`config.mk`:
```
export PLATFORM = sky130hd
export DESIGN_NAME = ram_port_arbiter
export DESIGN_NICKNAME = d
export VERILOG_FILES = /design/src/rtl/ram_port_arbiter.sv
export SDC_FILE = /design/constraint.sdc
export NUM_CORES = 1
export LEC_CHECK = 0
export BUFFER_PORTS_ARGS = -buffer_cell sky130_fd_sc_hd__buf_4
export CAP_MARGIN = 20
export CORE_ASPECT_RATIO = 0.9
export CORE_MARGIN = 5
export CORE_UTILIZATION = 45
export CTS_CLUSTER_SIZE = 28
export DETAILED_ROUTE_END_ITERATION = 12
export PLACE_DENSITY = 0.79
export SLEW_MARGIN = 20
export SYNTH_ARGS = -nofsm -noshare
export SYNTH_HDL_FRONTEND = slang
export SYNTH_SLANG_ARGS = --single-unit
```
`constraint.sdc`:
```
create_clock -name clk -period 1.7 [get_ports clk]
set_input_delay 0.34 -clock clk [delete_from_list [all_inputs] [get_ports clk]]
set_output_delay 0.34 -clock clk [all_outputs]
set_load 0.05 [all_outputs]
```
`src/rtl/ram_port_arbiter.sv`:
```
// Shares one single-port synchronous RAM between the stack CPU and the loader/debug port.
// Define RAM_ARB_ROUND_ROBIN_EN for round-robin tie-breaking; otherwise the loader always wins ties.
module ram_port_arbiter #(
  parameter int unsigned AW = 8,
  parameter int unsigned DW = 8
) (
  input  logic          clk,
  input  logic          resetN,
  input  logic          cpu_req,
  input  logic          cpu_we,
  input  logic [AW-1:0] cpu_addr,
  input  logic [DW-1:0] cpu_wdata,
  output logic          cpu_gnt,
  output logic          cpu_rvalid,
  output logic [DW-1:0] cpu_rdata,
  input  logic          ldr_req,
  input  logic          ldr_we,
  input  logic [AW-1:0] ldr_addr,
  input  logic [DW-1:0] ldr_wdata,
  output logic          ldr_gnt,
  output logic          ldr_rvalid,
  output logic [DW-1:0] ldr_rdata,
  output logic          mem_readWriteN,
  output logic [AW-1:0] mem_address,
  output logic [DW-1:0] mem_data_out,
  input  logic [DW-1:0] mem_data_in,
  output logic          busy
);

  localparam logic [1:0] S_IDLE   = 2'd0;
  localparam logic [1:0] S_ACCESS = 2'd1;
  localparam logic [1:0] S_RDWAIT = 2'd2;

  localparam logic OWN_CPU = 1'b0;
  localparam logic OWN_LDR = 1'b1;

  logic [1:0]    r_state;
  logic          r_last_owner;
  logic          r_we;
  logic          r_cpu_gnt;
  logic          r_ldr_gnt;
  logic          r_cpu_rvalid;
  logic          r_ldr_rvalid;
  logic [DW-1:0] r_cpu_rdata;
  logic [DW-1:0] r_ldr_rdata;
  logic          r_mem_rwn;
  logic [AW-1:0] r_mem_addr;
  logic [DW-1:0] r_mem_dout;
  logic          r_busy;

  logic [1:0]    w_next_state;
  logic          w_next_last_owner;
  logic          w_next_we;
  logic          w_next_cpu_gnt;
  logic          w_next_ldr_gnt;
  logic          w_next_cpu_rvalid;
  logic          w_next_ldr_rvalid;
  logic [DW-1:0] w_next_cpu_rdata;
  logic [DW-1:0] w_next_ldr_rdata;
  logic          w_next_mem_rwn;
  logic [AW-1:0] w_next_mem_addr;
  logic [DW-1:0] w_next_mem_dout;
  logic          w_pick_ldr;

  // The most recent grantee is also the owner of the access in flight.
`ifdef RAM_ARB_ROUND_ROBIN_EN
  assign w_pick_ldr = ldr_req && (!cpu_req || (r_last_owner == OWN_CPU));
`else
  assign w_pick_ldr = ldr_req;
`endif

  always_ff @(posedge clk) begin
    if (!resetN) begin
      r_state      <= S_IDLE;
      r_last_owner <= OWN_LDR;
      r_we         <= 1'b0;
      r_cpu_gnt    <= 1'b0;
      r_ldr_gnt    <= 1'b0;
      r_cpu_rvalid <= 1'b0;
      r_ldr_rvalid <= 1'b0;
      r_cpu_rdata  <= '0;
      r_ldr_rdata  <= '0;
      r_mem_rwn    <= 1'b1;
      r_mem_addr   <= '0;
      r_mem_dout   <= '0;
      r_busy       <= 1'b0;
    end else begin
      r_state      <= w_next_state;
      r_last_owner <= w_next_last_owner;
      r_we         <= w_next_we;
      r_cpu_gnt    <= w_next_cpu_gnt;
      r_ldr_gnt    <= w_next_ldr_gnt;
      r_cpu_rvalid <= w_next_cpu_rvalid;
      r_ldr_rvalid <= w_next_ldr_rvalid;
      r_cpu_rdata  <= w_next_cpu_rdata;
      r_ldr_rdata  <= w_next_ldr_rdata;
      r_mem_rwn    <= w_next_mem_rwn;
      r_mem_addr   <= w_next_mem_addr;
      r_mem_dout   <= w_next_mem_dout;
      r_busy       <= (w_next_state != S_IDLE);
    end
  end

  // Next state plus next value of every registered output.
  always_comb begin
    w_next_state      = r_state;
    w_next_last_owner = r_last_owner;
    w_next_we         = r_we;
    w_next_cpu_gnt    = 1'b0;
    w_next_ldr_gnt    = 1'b0;
    w_next_cpu_rvalid = 1'b0;
    w_next_ldr_rvalid = 1'b0;
    w_next_cpu_rdata  = r_cpu_rdata;
    w_next_ldr_rdata  = r_ldr_rdata;
    w_next_mem_rwn    = 1'b1;
    w_next_mem_addr   = r_mem_addr;
    w_next_mem_dout   = r_mem_dout;
    case (r_state)
      S_IDLE: begin
        if (cpu_req || ldr_req) begin
          w_next_state = S_ACCESS;
          if (w_pick_ldr) begin
            w_next_last_owner = OWN_LDR;
            w_next_ldr_gnt    = 1'b1;
            w_next_we         = ldr_we;
            w_next_mem_rwn    = ~ldr_we;
            w_next_mem_addr   = ldr_addr;
            w_next_mem_dout   = ldr_wdata;
          end else begin
            w_next_last_owner = OWN_CPU;
            w_next_cpu_gnt    = 1'b1;
            w_next_we         = cpu_we;
            w_next_mem_rwn    = ~cpu_we;
            w_next_mem_addr   = cpu_addr;
            w_next_mem_dout   = cpu_wdata;
          end
        end
      end
      S_ACCESS: begin
        w_next_state = r_we ? S_IDLE : S_RDWAIT;
      end
      S_RDWAIT: begin
        w_next_state = S_IDLE;
        if (r_last_owner == OWN_LDR) begin
          w_next_ldr_rvalid = 1'b1;
          w_next_ldr_rdata  = mem_data_in;
        end else begin
          w_next_cpu_rvalid = 1'b1;
          w_next_cpu_rdata  = mem_data_in;
        end
      end
      default: w_next_state = S_IDLE;
    endcase
  end

  assign cpu_gnt        = r_cpu_gnt;
  assign ldr_gnt        = r_ldr_gnt;
  assign cpu_rvalid     = r_cpu_rvalid;
  assign ldr_rvalid     = r_ldr_rvalid;
  assign cpu_rdata      = r_cpu_rdata;
  assign ldr_rdata      = r_ldr_rdata;
  assign mem_readWriteN = r_mem_rwn;
  assign mem_address    = r_mem_addr;
  assign mem_data_out   = r_mem_dout;
  assign busy           = r_busy;

endmodule

```
==> results.json <==
{
  "wl_um": 4070,
  "worst_hold_path.num_cells": 2,
  "cts_max_level": 2,
  "setup.worst_path.end": "ldr_rdata[7]$_SDFFE_PN0P_",
  "drive_above_1_share_pct": 46.3,
  "vias": 1425,
  "startpoint": "r_state[0]$_SDFF_PN0_",
  "yosys.cell_count.top_type": "dfxtp_1",
  "status": "finished, final reports clean",
  "fp.dieArea_mm2": 0.00504,
  "grt_first_pass_wirelength_um": 6500,
  "drt_iter0_markers": 52,
  "ios": 84,
  "slew_headroom_pct": 74.6,
  "power_density_mw_per_mm2": 954,
  "grt_max_degree": 21,
  "fin_tns_setup_ps": 0,
  "cts.sink_count": 42,
  "ys_ff_latch": 42,
  "reg2reg_from": "r_state[0]$_SDFF_PN0_",
  "p_leak_nw": 1.15,
  "synth_edf_count": 0,
  "fin_crit_ps": 1280,
  "finalSetupViolations": 0,
  "yosysTopAreaCell": "dfxtp_1",
  "avgRoutedWirePerCell_um": 14.2,
  "antenna_found_initial": 0,
  "period_share_pct": 75.6,
  "port_buffers": 83,
  "hpwl_um": 3100,
  "path_clk_slew_ps": 70,
  "hold_class": "in -> reg",
  "post_cts_resize_count": 0,
  "cts_buffers": 5,
  "rsz0062_at_grt": "false",
  "cap_violations": 0,
  "cp_max_fo": 6,
  "reg2reg_depth": 4,
  "worst_setup_path_start_kind": "flop",
  "routed_via_density": 4.98,
  "grt_use_total_pct": 16.7,
  "core_area_mm2": 0.00365,
  "vdd_drop_max_v": 0.000667,
  "r2r-end": "ldr_rdata[7]$_SDFFE_PN0P_",
  "skew_ps": 6.43,
  "syn-num-nets": 200,
  "rrSetupSlack_ps": 420,
  "worst-slew-pin-transition_ps": 376,
  "fillCellCount": 304,
  "syn_inst": 154,
  "netlist_top_cells_count": "dfxtp_1 (42), mux2i_1 (33), a21oi_1 (17), nor2_1 (17), a211oi_2 (10)",
  "cp_data_required_time_ps": 1870,
  "grt_overflow": 0,
  "ys_seq_area_share_pct": 50.3,
  "rows": 21,
  "criticalPathCategory": "reg -> reg",
  "hold_buffers": 0,
  "max-clock-path-buffers": 2,
  "synth_ff_type": "dfxtp_1",
  "worstPathArrival_ps": 1460,
  "synth_cell_types": 24,
  "drc": 0,
  "fin_hold_ws_ps": 275,
  "yosysTopAreaCellShare_pct": 50.3,
  "hold_viol_final": 0,
  "yosysWarnings": 0,
  "root_buffer": "clkbuf_8",
  "endpoint_kind": "flop",
  "n_antenna_cell": 0,
  "die_h_um": 67.8,
  "synth-async-reset-ratio_pct": 0,
  "firstDrtPassIters": 4,
  "cts_tree": "built",
  "synth_area_mm2": 0.00167,
  "area_growth_pct": 45.3,
  "syn_area_per_cell_um2": 10.9,
  "die_w_um": 74.3,
  "grt_pass1_vias": 1408,
  "gp_congestion": 0.785,
  "maxSlewViolCount": 0,
  "clock_latency_ps": 290,
  "yosys-top-cells-area": "dfxtp_1 (50%), mux2i_1 (20%), a211oi_2 (7.5%)",
  "post_cts_buffers": 0,
  "nets": 286,
  "start_util_pct": 45.8,
  "fmax_ghz": 0.778,
  "ant_nets": 0
}
[how the worst min path moves through the flow]
stage	startpoint	endpoint	slack, ps
3_3_place_gp	r_we$_SDFFE_PN0P_	r_state[1]$_SDFF_PN0_	430
6_report	resetN	cpu_rvalid$_SDFF_PN0_	280
5_1_grt	resetN	cpu_rvalid$_SDFF_PN0_	280
4_1_cts	resetN	cpu_rvalid$_SDFF_PN0_	270
3_5_place_dp	r_we$_SDFFE_PN0P_	r_state[1]$_SDFF_PN0_	450
2_1_floorplan	r_we$_SDFFE_PN0P_	r_state[1]$_SDFF_PN0_	410
[metrics by stage]
step / total power [mW] / util [%] / setup WS (ps) / cells / area [um2]
global placement: 1.75 / 64.4 / 390 / 279 / 2350
CTS: 2.34 / 66.5 / 418 / 286 / 2430
floorplan: 1.54 / - / 356 / 154 / 1670
finish: 2.32 / 66.5 / 415 / 286 / 2430
global route: 2.42 / 66.5 / 330 / 286 / 2430
detailed placement: 1.76 / 64.4 / 350 / 279 / 2350
[flip-flops by register name, indices dropped and copies added (netlist names)]
signal and flops:
r_last_owner 1, busy 1, cpu_gnt 1, cpu_rvalid 1
ldr_rdata 8, ldr_gnt 1, ldr_rvalid 1, r_state 2
mem_address 8, r_we 1, cpu_rdata 8, mem_readWriteN 1
mem_data_out 8
[cells in the final DEF, fill, tap and decap left out, types with 2 or more instances in the layout]
| master | count |
|---|---|
| buf_4 | 92 |
| dfxtp_1 | 42 |
| mux2i_1 | 33 |
| a21oi_1 | 17 |
| nor2_1 | 17 |
| a211oi_2 | 10 |
| a211oi_1 | 7 |
| clkbuf_8 | 5 |
| or2_1 | 2 |
| nor4b_1 | 2 |
| clkbuf_1 | 2 |
[metal layers]
metal	global-route usage (%)	up-vias	share of wire [%]
li1	-	721	-
met1	21.6	660	43
met2	26.4	39	48
met3	5.29	5	7.2
met4	5.33	0	1.5
met5	0	-	0
[where the power goes]
group / internal (mW) / switching (mW)
Combinational: 0.248 / 0.391
Clock: 0.283 / 0.305
Sequential: 1.05 / 0.0390
[kinds of logic after synthesis]
family          after synthesis  share of synthesized area, %
buf+inv                      14                          4.56
compound gates               35                          16.3
simple gates                 30                          9.13
flops                        42                          50.3
mux                          33                          19.7
[critical path: stages, from the launching register on]
cell and delay (ps):
dfxtp_1 420, nand3b_1 280, buf_4 230, mux2i_1 200, nor2_1 50
[layout make-up]
cell class / count / area, um2 / area share, %
multi-input cells: 98 / 761 / 31.3
flip-flops and latches: 42 / 841 / 34.6
clock buffers: 7 / 76.3 / 3.14
well taps: 46 / 57.6 / 2.37
inverters: 1 / 3.75 / 0.154
repair buffers: 92 / 691 / 28.4
Note: power is estimated with default switching activity, not from simulation.
